===== src/rtl/mem_stage_pkg.sv =====
// Shared definitions for the memory-stage sequencer: control-word bit map, FSM states, SP reset value.
package mem_stage_pkg;

  localparam int CTRL_W      = 10;
  localparam int C_MEM_READ  = 0;
  localparam int C_MEM_WRITE = 1;
  localparam int C_PUSH      = 2;
  localparam int C_POP       = 3;
  localparam int C_CALL      = 4;
  localparam int C_RET       = 5;
  localparam int C_RTI       = 6;
  localparam int C_REG_WRITE = 7;

  typedef enum logic [2:0] {
    S_IDLE,
    S_PUSH_LO,
    S_POP_HI,
    S_VEC_HI,
    S_VEC_LO
  } state_t;

  // Empty stack points at the top word of the data memory.
  function automatic logic [31:0] sp_reset_val(input int aw);
    return (32'd1 << aw) - 32'd1;
  endfunction

endpackage


===== src/rtl/mem_stage_seq_stack_ptr_unit.sv =====
// Stack pointer register with increment/decrement; with STACK_GUARD_EN defined, overflow/underflow
// accesses are refused and a sticky fault flag is raised.
module stack_ptr_unit
  import mem_stage_pkg::*;
#(
  parameter int ADDR_W = 11
) (
  input  logic              clk,
  input  logic              rst,
  input  logic              push,
  input  logic              pop,
  output logic [ADDR_W-1:0] sp,
  output logic [ADDR_W-1:0] sp_inc,
  output logic              push_ok,
  output logic              pop_ok,
  output logic              fault
);

  localparam logic [ADDR_W-1:0] SP_RST = ADDR_W'(sp_reset_val(ADDR_W));

  assign sp_inc = sp + ADDR_W'(1);

  always_ff @(posedge clk or posedge rst) begin
    if (rst) begin
      sp <= SP_RST;
    end else if (push && push_ok) begin
      sp <= sp - ADDR_W'(1);
    end else if (pop && pop_ok) begin
      sp <= sp_inc;
    end
  end

`ifdef STACK_GUARD_EN
  // A full stack sits at address 0, an empty one at the top word.
  assign push_ok = (sp != '0);
  assign pop_ok  = (sp != SP_RST);

  always_ff @(posedge clk or posedge rst) begin
    if (rst) begin
      fault <= 1'b0;
    end else if ((push && !push_ok) || (pop && !pop_ok)) begin
      fault <= 1'b1;
    end
  end
`else
  assign push_ok = 1'b1;
  assign pop_ok  = 1'b1;
  assign fault   = 1'b0;
`endif

endmodule


===== src/rtl/mem_stage_seq.sv =====
// Memory-stage sequencer: data-memory access, stack ops, 2-beat PC push/pop and interrupt entry.
// Optional stack bounds checking is enabled with the STACK_GUARD_EN macro (inside stack_ptr_unit).
module mem_stage_seq
  import mem_stage_pkg::*;
#(
  parameter int ADDR_W   = 11,
  parameter int VEC_ADDR = 0
) (
  input  logic              clk,
  input  logic              rst,
  input  logic [CTRL_W-1:0] ctrl_in,
  input  logic [15:0]       alu_data_in,
  input  logic [15:0]       read_data2_in,
  input  logic [2:0]        write_add_in,
  input  logic [31:0]       pc_in,
  input  logic              interrupt_in,
  input  logic [15:0]       mem_rdata,
  output logic [ADDR_W-1:0] mem_addr,
  output logic [15:0]       mem_wdata,
  output logic              mem_we,
  output logic              mem_re,
  output logic              stall_out,
  output logic [15:0]       wb_data_out,
  output logic [2:0]        write_add_out,
  output logic [CTRL_W-1:0] ctrl_out,
  output logic              redirect_valid,
  output logic [31:0]       redirect_pc,
  output logic              stack_fault
);

  localparam logic [ADDR_W-1:0] VEC_HI_A = ADDR_W'(VEC_ADDR);
  localparam logic [ADDR_W-1:0] VEC_LO_A = ADDR_W'(VEC_ADDR + 1);

  state_t            state, state_nxt;
  logic              int_pending, in_service, irq_entry;
  logic [15:0]       cap_q;
  logic [ADDR_W-1:0] sp, sp_inc;
  logic              push_req, pop_req, push_ok, pop_ok;
  logic              svc_start, svc_end, entry_done, cap_load;
  logic              we_c, re_c, stall_c, rv_c;
  logic              no_op;

  assign no_op = (ctrl_in[C_RTI:C_MEM_READ] == '0);

  stack_ptr_unit #(.ADDR_W(ADDR_W)) u_sp (
    .clk     (clk),
    .rst     (rst),
    .push    (push_req),
    .pop     (pop_req),
    .sp      (sp),
    .sp_inc  (sp_inc),
    .push_ok (push_ok),
    .pop_ok  (pop_ok),
    .fault   (stack_fault)
  );

  always_ff @(posedge clk or posedge rst) begin
    if (rst) begin
      state       <= S_IDLE;
      int_pending <= 1'b0;
      in_service  <= 1'b0;
      irq_entry   <= 1'b0;
      cap_q       <= '0;
    end else begin
      state <= state_nxt;
      // A request arriving on the entry edge is kept rather than lost.
      int_pending <= (int_pending & ~svc_start) | interrupt_in;
      if (svc_start) begin
        in_service <= 1'b1;
      end else if (svc_end) begin
        in_service <= 1'b0;
      end
      if (svc_start) begin
        irq_entry <= 1'b1;
      end else if (entry_done) begin
        irq_entry <= 1'b0;
      end
      if (cap_load) begin
        cap_q <= mem_rdata;
      end
    end
  end

  always_comb begin
    state_nxt   = state;
    push_req    = 1'b0;
    pop_req     = 1'b0;
    cap_load    = 1'b0;
    svc_start   = 1'b0;
    svc_end     = 1'b0;
    entry_done  = 1'b0;
    we_c        = 1'b0;
    re_c        = 1'b0;
    stall_c     = 1'b0;
    rv_c        = 1'b0;
    mem_addr    = alu_data_in[ADDR_W-1:0];
    mem_wdata   = read_data2_in;
    wb_data_out = alu_data_in;
    redirect_pc = {mem_rdata, cap_q};
    unique case (state)
      S_IDLE: begin
        if (no_op && int_pending && !in_service) begin
          svc_start = 1'b1;
          push_req  = 1'b1;
          mem_addr  = sp;
          mem_wdata = pc_in[31:16];
          we_c      = push_ok;
          stall_c   = 1'b1;
          state_nxt = S_PUSH_LO;
        end else if (ctrl_in[C_RTI] || ctrl_in[C_RET]) begin
          pop_req   = 1'b1;
          mem_addr  = sp_inc;
          re_c      = pop_ok;
          cap_load  = 1'b1;
          stall_c   = 1'b1;
          state_nxt = S_POP_HI;
        end else if (ctrl_in[C_CALL]) begin
          push_req  = 1'b1;
          mem_addr  = sp;
          mem_wdata = pc_in[31:16];
          we_c      = push_ok;
          stall_c   = 1'b1;
          state_nxt = S_PUSH_LO;
        end else if (ctrl_in[C_POP]) begin
          pop_req     = 1'b1;
          mem_addr    = sp_inc;
          re_c        = pop_ok;
          wb_data_out = mem_rdata;
        end else if (ctrl_in[C_PUSH]) begin
          push_req = 1'b1;
          mem_addr = sp;
          we_c     = push_ok;
        end else if (ctrl_in[C_MEM_WRITE]) begin
          we_c = 1'b1;
        end else if (ctrl_in[C_MEM_READ]) begin
          re_c        = 1'b1;
          wb_data_out = mem_rdata;
        end
      end
      S_PUSH_LO: begin
        push_req  = 1'b1;
        mem_addr  = sp;
        mem_wdata = pc_in[15:0];
        we_c      = push_ok;
        if (irq_entry) begin
          stall_c   = 1'b1;
          state_nxt = S_VEC_HI;
        end else begin
          state_nxt = S_IDLE;
        end
      end
      S_POP_HI: begin
        pop_req   = 1'b1;
        mem_addr  = sp_inc;
        re_c      = pop_ok;
        rv_c      = 1'b1;
        svc_end   = ctrl_in[C_RTI];
        state_nxt = S_IDLE;
      end
      S_VEC_HI: begin
        mem_addr  = VEC_HI_A;
        re_c      = 1'b1;
        cap_load  = 1'b1;
        stall_c   = 1'b1;
        state_nxt = S_VEC_LO;
      end
      S_VEC_LO: begin
        mem_addr    = VEC_LO_A;
        re_c        = 1'b1;
        rv_c        = 1'b1;
        redirect_pc = {cap_q, mem_rdata};
        entry_done  = 1'b1;
        state_nxt   = S_IDLE;
      end
      default: state_nxt = S_IDLE;
    endcase
  end

  always_comb begin
    ctrl_out = ctrl_in;
    if (stall_c) begin
      ctrl_out[C_REG_WRITE] = 1'b0;
    end
    if (rst) begin
      ctrl_out = '0;
    end
  end

  assign mem_we         = we_c & ~rst;
  assign mem_re         = re_c & ~rst;
  assign stall_out      = stall_c & ~rst;
  assign redirect_valid = rv_c & ~rst;
  assign write_add_out  = write_add_in;

endmodule


===== config.mk =====
export PLATFORM = sky130hd
export DESIGN_NAME = mem_stage_seq
export DESIGN_NICKNAME = d
export VERILOG_FILES = /design/src/rtl/mem_stage_pkg.sv /design/src/rtl/mem_stage_seq_stack_ptr_unit.sv /design/src/rtl/mem_stage_seq.sv
export SDC_FILE = /design/constraint.sdc
export NUM_CORES = 1
export LEC_CHECK = 0
export BUFFER_PORTS_ARGS = -buffer_cell sky130_fd_sc_hd__buf_2
export CAP_MARGIN = 25
export CORE_MARGIN = 5
export CORE_UTILIZATION = 46
export DETAILED_ROUTE_END_ITERATION = 10
export PLACE_DENSITY = 0.83
export SLEW_MARGIN = 40
export SYNTH_ARGS = -nofsm -noshare
export SYNTH_HDL_FRONTEND = slang
export SYNTH_SLANG_ARGS = --single-unit

===== constraint.sdc =====
create_clock -name clk -period 2.35 [get_ports clk]
set_input_delay 0.3525 -clock clk [delete_from_list [all_inputs] [get_ports clk]]
set_output_delay 0.3525 -clock clk [all_outputs]
set_load 0.05 [all_outputs]

Yosys cells after proc, flatten, opt, wreduce, memory -nomap -nowiden
Cells that the tools add are included.
{"block": "word_totals", "ff_bits": 33, "elab_cells": 103, "out_inout_bits": 93}
{"block": "classes", "reduce_logical": 11, "n_bitwise": 8, "n_mux": 71, "eq_ne": 5, "addsub": 2}
{"operator": "16-bit two-way mux", "n": 11}
{"operator": "11-bit two-way mux", "n": 7}
{"operator": "11-bit one-hot mux with 5 select lines", "n": 1}
{"operator": "1-bit two-way mux", "n": 38}
{"operator": "32-bit two-way mux", "n": 1}
{"operator": "16-bit one-hot mux with 2 select lines", "n": 1}
{"operator": "11-bit by 1-bit adder with 11-bit output, second input constant", "n": 1}
{"operator": "11-bit by 1-bit subtractor with 11-bit output, second input constant", "n": 1}
{"operator": "10-bit two-way mux", "n": 1}
{"operator": "1-bit one-hot mux with 2 select lines", "n": 5}
{"operator": "3-bit two-way mux", "n": 3}
{"operator": "3-bit one-hot mux with 3 select lines", "n": 1}
{"operator": "7-bit logical NOT", "n": 1}
{"operator": "3-bit by 2-bit == test with 1-bit output, second input constant", "n": 2}
{"operator": "2-bit nonzero test", "n": 3}
{"operator": "1-bit bitwise AND", "n": 5}
{"operator": "4-bit != test, second input constant", "n": 1}
{"operator": "3-bit by 1-bit == test with 1-bit output, second input constant", "n": 1}
{"operator": "3-bit == test, second input constant", "n": 1}
{"operator": "3-bit logical NOT", "n": 1}
{"operator": "1-bit one-hot mux with 3 select lines", "n": 1}
{"operator": "3-bit OR reduction", "n": 1}
{"operator": "1-bit logical AND", "n": 2}
{"operator": "2-bit two-way mux", "n": 1}
{"operator": "5 further kinds", "n": 6}

Depth between registers and ports, before layout
Gate-level depths: netlist of run 1.
{"block": "depth", "depth_word": 9, "mapped_depth": 8}

Hierarchy
A second synthesis of run 1 with hierarchy kept.
{"block": "unflattened", "cells_unflattened": 418, "area_unflattened_um2": 3679.8}
{"module": "mem_stage_seq", "instances": 1, "cells_per_inst": 329, "area_per_inst_um2": 2854.0, "seq_area_each_um2": 550.5}
{"module": "stack_ptr_unit", "instances": 1, "cells_per_inst": 89, "area_per_inst_um2": 825.8, "seq_area_each_um2": 289.0}

Worst setup path after synthesis of run 1
Ideal clock, no wire load.
{"block": "synth_path", "path_type": "register to output", "from": "reg u_sp.sp[4]", "to": "out mem_addr[7]", "stages_incl_launch_ff": 5, "setup_slack_ns": -1.040, "n_path_buf": 1, "arrival_ns": 3.038, "required_time_ns": 1.997, "path_cell_list": "dfstp_2 > buf_2 > nand3_1 > or3_1 > o311ai_0"}
{"block": "synth_between", "elab_chain_len": 6}
{"item": "start: declaration", "line": "mem_stage_seq_stack_ptr_unit.sv:12", "rtl": "output logic [ADDR_W-1:0] sp,"}
{"item": "start signal: assignment", "line": "mem_stage_seq_stack_ptr_unit.sv:27", "rtl": "sp <= sp - ADDR_W'(1);"}
{"item": "start signal: assignment", "line": "mem_stage_seq_stack_ptr_unit.sv:29", "rtl": "sp <= sp_inc;"}
{"item": "11-bit by 1-bit adder with 11-bit output (*)", "line": "mem_stage_seq_stack_ptr_unit.sv:21", "rtl": "assign sp_inc = sp + ADDR_W'(1);"}
{"item": "11-bit two-way mux", "line": "mem_stage_seq.sv:124", "rtl": "end else if (ctrl_in[C_POP]) begin"}
{"item": "11-bit two-way mux", "line": "mem_stage_seq.sv:117", "rtl": "end else if (ctrl_in[C_CALL]) begin"}
{"item": "11-bit two-way mux", "line": "mem_stage_seq.sv:110", "rtl": "end else if (ctrl_in[C_RTI] || ctrl_in[C_RET]) begin"}
{"item": "11-bit two-way mux", "line": "mem_stage_seq.sv:102", "rtl": "if (no_op && int_pending && !in_service) begin"}
{"item": "11-bit one-hot mux with 5 select lines (*)", "line": "mem_stage_seq.sv:100", "rtl": "unique case (state)"}
{"item": "end: declaration", "line": "mem_stage_seq.sv:18", "rtl": "output logic [ADDR_W-1:0] mem_addr,"}
Mark *: on every way between the ends. The rest lies on a longest branch, timed or not.

Worst setup path in the final report of run 1
{"block": "layout_path", "from": "reg in_service", "to": "out mem_addr[8]"}
{"block": "layout_between", "elab_chain_len": 4}
{"item": "start: declaration", "line": "mem_stage_seq.sv:35", "rtl": "logic int_pending, in_service, irq_entry;"}
{"item": "start signal: assignment", "line": "mem_stage_seq.sv:61", "rtl": "in_service <= 1'b0;"}
{"item": "start signal: assignment", "line": "mem_stage_seq.sv:69", "rtl": "in_service <= 1'b1;"}
{"item": "start signal: assignment", "line": "mem_stage_seq.sv:71", "rtl": "in_service <= 1'b0;"}
{"item": "1-bit logical NOT", "line": "mem_stage_seq.sv:102"}
{"item": "1-bit logical AND", "line": "mem_stage_seq.sv:102"}
{"item": "11-bit two-way mux", "line": "mem_stage_seq.sv:102"}
{"item": "11-bit one-hot mux with 5 select lines", "line": "mem_stage_seq.sv:100"}
Every way passes these cells.

==> results of run 1 <==
-- cell families after synthesis --
family,Yosys count,synth area share (%)
compound gates,120,25.3
simple gates,105,16.4
mux,64,22.4
buf+inv,47,6.88
flops,33,24.8
xor+xnor,13,3.37
fa+ha+maj,2,0.740
other cells,1,0.111
-- registers in the layout (all words and copies together) (netlist names) --
register	flops
cap_q	16
u_sp.sp	11
state	3
in_service	1
int_pending	1
irq_entry	1
-- critical path, cell delays in order (launching register included) --
cell,delay (ps)
sky130_fd_sc_hd__dfrtp_1,420
sky130_fd_sc_hd__nor4b_4,310
sky130_fd_sc_hd__buf_4,200
sky130_fd_sc_hd__o311ai_4,110
sky130_fd_sc_hd__a211oi_2,530
sky130_fd_sc_hd__a211oi_4,110
sky130_fd_sc_hd__a21oi_4,190
sky130_fd_sc_hd__buf_8,170
-- stage by stage --
stage,cell area (sq um),cells,setup WS [ps]
after floorplan,3470,385,-62.0
after global placement,4680,675,28.4
after detailed placement,4680,675,-10.9
after CTS,5490,695,-116
after global routing,6360,727,-341
final,6360,727,-332
-- per-layer routing --
layer,global-route usage (%),vias up
met3,8.37,141
met5,0,-
met2,56.2,534
met4,9.36,0
li1,-,1919
met1,37.0,2204
-- report_power, final --
part	leakage, nW	switching [mW]	internal, mW
combinational	2.59	4.02	2.93
clock	0.0585	0.256	0.347
sequential	0.375	0.345	0.890
-- synthesized netlist by cell type, types with 4 or more instances --
cell type                  count  area share, %
sky130_fd_sc_hd__xnor2_1      12            3.1
sky130_fd_sc_hd__clkbuf_1     11            1.2
sky130_fd_sc_hd__a31oi_1       8            1.5
sky130_fd_sc_hd__nand2_1      23            2.6
sky130_fd_sc_hd__buf_4         6            1.3
sky130_fd_sc_hd__dfrtp_1      22             16
sky130_fd_sc_hd__a21oi_1      21            3.1
sky130_fd_sc_hd__and2_1        4           0.74
sky130_fd_sc_hd__mux2_2       54             18
sky130_fd_sc_hd__dfstp_2      11            8.5
sky130_fd_sc_hd__a21o_1       19            4.2
sky130_fd_sc_hd__nor3_1       10            1.5
sky130_fd_sc_hd__o21ai_0      18            2.7
sky130_fd_sc_hd__nor2_1       28            3.1
sky130_fd_sc_hd__mux2_4       10            4.4
sky130_fd_sc_hd__a211oi_1      9            2.0
sky130_fd_sc_hd__a22o_1       17            4.4
sky130_fd_sc_hd__inv_1        11            1.2
sky130_fd_sc_hd__buf_2        15            2.2
sky130_fd_sc_hd__nor2b_1       9            1.7
sky130_fd_sc_hd__nand3_1       9            1.3
-- worst max path at each step --
stage,startpoint,end,slack (ps),depth (start not counted)
after floorplan,u_sp.sp[2],mem_addr[9],-60,6
after global placement,ctrl_in[0],mem_addr[8],30,7
after detailed placement,u_sp.sp[1],mem_addr[8],-10,7
after CTS,u_sp.sp[4],mem_addr[9],-120,7
after global routing,in_service,mem_addr[8],-340,7
final,in_service,mem_addr[8],-330,7
-- repair_timing --
| item | 4_1_cts | 5_1_grt |
|---|---|---|
| pin swaps | 18 | 37 |
| hold endpoints to repair | 0 | 0 |
| buffers inserted | 10 | 25 |
| gates resized for setup | 170 | 143 |
| cloned | 2 | 8 |
| setup endpoints to repair | 75 | 78 |
-- cell type report --
cell class	count	area (sq um)	share of cell area, %
multi-input combinational	306	2810	44.1
clock inverter	1	30.0	0.472
sequential	33	841	13.2
clock buffer	7	86.3	1.36
inverter	11	45.0	0.708
timing repair buffer	270	2430	38.2
tap	99	124	1.95
==> flow_metrics.tcl, run 1 <==
set metrics [dict create \
    crit_required_ps 2000 \
    cts_tree "yes" \
    std_cell_rows 31 \
    worst_slew_pin_slew_ps 558 \
    report.power.total_mw 8.79 \
    met1_length_mm 6.41 \
    worst_clock_skew_ps 14.6 \
    routed_wire_length_per_instance_um 26.9 \
    grt_pass1_vias 4338 \
    cts_sinks 33 \
    crit_path_end_kind "output port" \
    die_w_um 95.7 \
    antenna_cells_inserted 0 \
    timing_worst_setup_path_type "reg2out" \
    hold_buffers 0 \
    final_worst_setup_slack_ps -332 \
    largest_net_degree_at_the_start_of_global_routing 34 \
    layout_common_cells "103 x sky130_fd_sc_hd__buf_2, 63 x sky130_fd_sc_hd__buf_4, 58 x sky130_fd_sc_hd__buf_6, 42 x sky130_fd_sc_hd__mux2_4, 35 x sky130_fd_sc_hd__buf_8" \
    die_h_um 95.7 \
    fin_util_pct 88.2 \
    post_synth_num_cell_types 58 \
    yosys_warnings 0 \
    synth_seq_cells 33 \
    remaining_drc_errors 0 \
    grtUsageTotal_pct 31.5 \
    hold-path-endpoint "int_pending" \
    place.detailed.hpwl_mm 10.1 \
    grt_antenna_before_repair 0 \
    hold_depth 2 \
    leakagePower_nw 3.02 \
    clock_edge_transition_at_the_registers_on_the_reported_setup_and_hold_paths_ps 70 \
    area.growth.synth_to_final_pct 88.1 \
    worst_hold_startpoint "interrupt_in" \
    synth.avg_cell_area_sq_um 8.78 \
    setup_total_negative_slack_ps -3350 \
    max_cap_violations 0 \
    synth_sequential_area_ratio_pct 24.8 \
    syn-num-nets 483 \
    crit_path_max_fanout 4 \
    final.min_clock_period_ps 2680 \
    wire_length_after_detailed_routing_mm 19.5 \
    netlist_area_sq_um 3380 \
    layout_cells_sized_above_1_pct 66.4 \
    finalCritPeriodShare_pct 114 \
    asyncSetResetFlopFracSynth_pct 100 \
    vias_per_cell 6.60 \
    boundaryPins 189 \
    cts.root.buffer_cell "sky130_fd_sc_hd__clkbuf_8" \
    ff2ff_path_depth 6 \
    synthesis.instances 385 \
    grt_setup_unrepaired "yes" \
    worst_hold_slack_ps 269 \
    route.met2.wl_mm 8.93 \
    detailroute.wirelength.met3_mm 2.78 \
    layout.cells.most_common "sky130_fd_sc_hd__buf_2" \
    clkLatencyLatePin_ps 300 \
    power_per_cell_area_nw_per_um2 1380 \
    number_of_filler_instances_in_the_final_layout 314 \
    failed_checks "setup timing" \
    final_nets 725 \
    start_util_pct 46.9 \
    worstHoldPathType "in2reg" \
    routed.top_layer "met4" \
    cts_htree_levels 2 \
    synth-edff-count 0 \
    io_buffers 181 \
    r2r-start "state[0]" \
    postRouteAntennaNets 0 \
    clockBufferDepth 2 \
    outcome "finished, violations left" \
    report.final.hold_viol_count 0 \
    crit-reg2reg-capture "cap_q[1]" \
    global_placement_routability_congestion 0.935 \
    max_slew_violation_count 0 \
    grt_overflow_total 0 \
    critPathArrivalTime_ps 2330 \
    drt_first_iter_violations 879 \
    rrSetupSlack_ps 200 \
    numCtsBuffers 5 \
    drt_pre_antenna_iters 6 \
    setup-violations-final 72 \
    worst_setup_path_start_kind "register" \
    route.vias.total 4798 \
    most_used_flip_flop_cell_after_synthesis "sky130_fd_sc_hd__dfrtp_1" \
    worst_slew_margin_rel_pct 62.3 \
    maxClockFrequency_mhz 373 \
    grt_first_pass_wirelength_mm 22.4 \
    maximum_ir_drop_on_the_vdd_rail_v 0.00120 \
    core_sq_um 7210 \
    floorplan.die_area_sq_um 9170 \
]
(Power assumes the default switching activity.)
==> inputs of run 2 (changes only) <==
- ABC_AREA: default -> 1
- CORE_UTILIZATION: 46 -> 47
- CTS_BUF_LIST: default -> sky130_fd_sc_hd__clkbuf_4 sky130_fd_sc_hd__clkbuf_8 sky130_fd_sc_hd__clkbuf_16
- PLACE_DENSITY: 0.83 -> 0.82
==> flow_metrics.tcl, run 2 <==
set metrics [dict create \
    outcome "finished, violations left" \
    failed_checks "setup timing" \
    fin_util_pct 73.7 \
    post_synth_num_cell_types 33 \
    cts_sinks 33 \
    crit_path_max_fanout 6 \
    crit_required_ps 2000 \
    synth.avg_cell_area_sq_um 5.59 \
    power_per_cell_area_nw_per_um2 1330 \
    std_cell_rows 32 \
    registers.top_by_ff_count "cap_q" \
    synth-edff-count 0 \
    maximum_ir_drop_on_the_vdd_rail_v 0.00102 \
    cpLargestDelayFamily "simple AND/OR/NAND/NOR gates" \
    report.final.hold_viol_count 0 \
    layout_common_cells "187 x sky130_fd_sc_hd__nand2_1, 147 x sky130_fd_sc_hd__buf_2, 88 x sky130_fd_sc_hd__inv_1, 58 x sky130_fd_sc_hd__nand3_1, 50 x sky130_fd_sc_hd__o21ai_0" \
    worst_clock_skew_ps 8.55 \
    route.vias.total 5452 \
    synth_seq_cells 33 \
    post_layout_nonfiller_instances 981 \
    worst-path-stages 11 \
    cts.root.buffer_cell "sky130_fd_sc_hd__clkbuf_8" \
    crit_buf_inv 3 \
    largestRegisters "cap_q (16), u_sp.sp (11), state (3)" \
    cts_htree_levels 2 \
    crit_slowest_cell "sky130_fd_sc_hd__dfrtp_1" \
    layout_cells_sized_above_1_pct 38.3 \
    post_synth_main_area_contributors "sky130_fd_sc_hd__nand2_1 20%, sky130_fd_sc_hd__dfrtp_1 15%, sky130_fd_sc_hd__o21ai_0 9.1%" \
    ys_top_cells_by_count "200 x sky130_fd_sc_hd__nand2_1, 91 x sky130_fd_sc_hd__inv_1, 69 x sky130_fd_sc_hd__o21ai_0" \
    area.growth.synth_to_final_pct 51.9 \
    place.detailed.hpwl_mm 11.3 \
    yosys_warnings 0 \
    grtUsageTotal_pct 28.0 \
    largest_net_degree_at_the_start_of_global_routing 58 \
    postRouteAntennaNets 0 \
    grt_first_pass_wirelength_mm 22.9 \
    wire_length_after_detailed_routing_mm 16.1 \
    synth.most_common_cell "sky130_fd_sc_hd__nand2_1" \
    critPathArrivalTime_ps 2080 \
    io_buffers 181 \
    cpPeakStageDelay_ps 430 \
    synth.top_cell.area_share_pct 19.8 \
    max_cap_violations 0 \
    grt_antenna_before_repair 1 \
    flip_flop_count_of_the_largest_register_all_copies_and_words_added 16 \
    core_sq_um 7810 \
    setup_total_negative_slack_ps -562 \
    worst_hold_slack_ps 62.3 \
    start_util_pct 48.5 \
    worstHoldPathType "in2async" \
    placed_cells 947 \
    clkLatencyLatePin_ps 300 \
    remaining_drc_errors 0 \
    die_h_um 99.8 \
    grt_overflow_total 0 \
    asyncSetResetFlopFracSynth_pct 100 \
    finalCritPeriodShare_pct 104 \
    max_slew_violation_count 0 \
    post_synth_top_area_cell "sky130_fd_sc_hd__nand2_1" \
    final_nets 975 \
    setup-violations-final 16 \
    grt_pass1_vias 4884 \
    vias_per_cell 5.56 \
    boundaryPins 189 \
    die_w_um 99.8 \
    synth_sequential_area_ratio_pct 22.2 \
    layout.cells.most_common "sky130_fd_sc_hd__nand2_1" \
    final_worst_setup_slack_ps -85.6 \
    routed_wire_length_per_instance_um 16.4 \
    clock_edge_transition_at_the_registers_on_the_reported_setup_and_hold_paths_ps 80 \
    drt_first_iter_violations 428 \
    floorplan.die_area_sq_um 9950 \
    synthesis.instances 677 \
    clockBufferDepth 2 \
    final.min_clock_period_ps 2440 \
    syn-num-nets 775 \
    most_used_flip_flop_cell_after_synthesis "sky130_fd_sc_hd__dfrtp_1" \
    timing_worst_setup_path_type "reg2out" \
    maxClockFrequency_mhz 411 \
    cts_tree "yes" \
    grt_setup_unrepaired "yes" \
    netlist_area_sq_um 3790 \
    worst_setup_path_start_kind "register" \
    leakagePower_nw 3.03 \
    ff2ff_path_depth 12 \
    crit_chain "nor2_4, nand2_4, nor2_4, buf_4, nand2_4, nand3_4, nand2_1, inv_1, nor2_1, nor2_2, buf_6" \
    crit_path_end_kind "output port" \
    numCtsBuffers 5 \
    drt_pre_antenna_iters 5 \
    global_placement_routability_congestion 0.959 \
]
-- run 2: changes by cell type in the layout (fill, tap and decap cells not counted), moves of 26 or more --
| cell | change |
|---|---|
| sky130_fd_sc_hd__buf_6 | -36 |
| sky130_fd_sc_hd__o21ai_0 | +40 |
| sky130_fd_sc_hd__inv_1 | +79 |
| sky130_fd_sc_hd__buf_2 | +44 |
| sky130_fd_sc_hd__nand2_1 | +169 |
| sky130_fd_sc_hd__mux2_4 | -42 |
| sky130_fd_sc_hd__nor2_1 | +26 |
| sky130_fd_sc_hd__o21ai_1 | +29 |
| sky130_fd_sc_hd__buf_8 | -33 |
| sky130_fd_sc_hd__nand3_1 | +52 |
-- run 2: cells by family (layout without fill, tap and decap cells) --
family          Yosys count  count (layout)  share of synthesized area, %
compound gates          135             135                          18.5
xor+xnor                  8               8                          1.85
fa+ha+maj                 2               2                         0.661
buf+inv                 134             335                          14.8
flops                    33              33                          22.2
other cells               1               2                        0.0990
simple gates            364             364                          42.0
-- run 2: final cells by class --
class,instances,area (sq um)
multi-input combinational,510,2700
fill,634,2050
inverter,100,384
timing repair buffer,227,1560
antenna,1,2.50
clock inverter,3,68.8
tap,102,128
clock buffer,5,68.8
sequential,33,841
-- run 2: worst register-to-register path, stage by stage, from the launching register on --
cell and delay (ps):
sky130_fd_sc_hd__dfrtp_1 430, sky130_fd_sc_hd__nor2_4 180, sky130_fd_sc_hd__nand2_4 110, sky130_fd_sc_hd__nor2_4 160
sky130_fd_sc_hd__buf_4 140, sky130_fd_sc_hd__nand2_4 90, sky130_fd_sc_hd__nand3_4 150, sky130_fd_sc_hd__buf_4 140
sky130_fd_sc_hd__buf_4 160, sky130_fd_sc_hd__nand2_1 60, sky130_fd_sc_hd__nand2_1 60, sky130_fd_sc_hd__nand2_1 50
sky130_fd_sc_hd__nand2_1 60
-- run 2: power by group --
part | internal [mW] | switching (mW)
Combinational | 1.72 | 4.17
Clock | 0.427 | 0.250
Sequential | 0.880 | 0.222
Total | 3.03 | 4.64
-- run 2: stage by stage --
stage	setup WS (ps)	instance area (sq um)	power [mW]
after floorplan	-176	3800	5.01
after global placement	87.0	4850	6.20
after detailed placement	66.4	4850	6.25
after CTS	-12.2	5220	7.22
after global routing	-175	5750	8.12
final	-85.6	5750	7.67
-- run 2: worst paths after layout --
check	end	from	slack [ps]
max	mem_addr[0]	state[1]	-90
min	int_pending	rst	60
max reg2reg	u_sp.sp[5]	state[1]	520
min reg2reg	irq_entry	irq_entry	510
max in group asynchronous	u_sp.sp[10]	rst	1620
min in group clk	int_pending	interrupt_in	240
-- run 2: what timing repair did --
item / 4_1_cts / 5_1_grt
gates cloned: 1 / 4
resized for setup: 42 / 109
setup buffers: 8 / 12
pin swaps: 2 / 12
endpoints found under the setup margin: 26 / 34
hold buffers: 0 / 0
-- run 2: layer usage --
layer  vias to the layer above  track usage, %  part of all wire, %
met4                         0            8.72                  2.9
met2                       326            49.5                   49
li1                       2560               -                    -
met3                        56            5.26                  9.5
met1                      2510            34.2                   38
met5                         -               0                    0
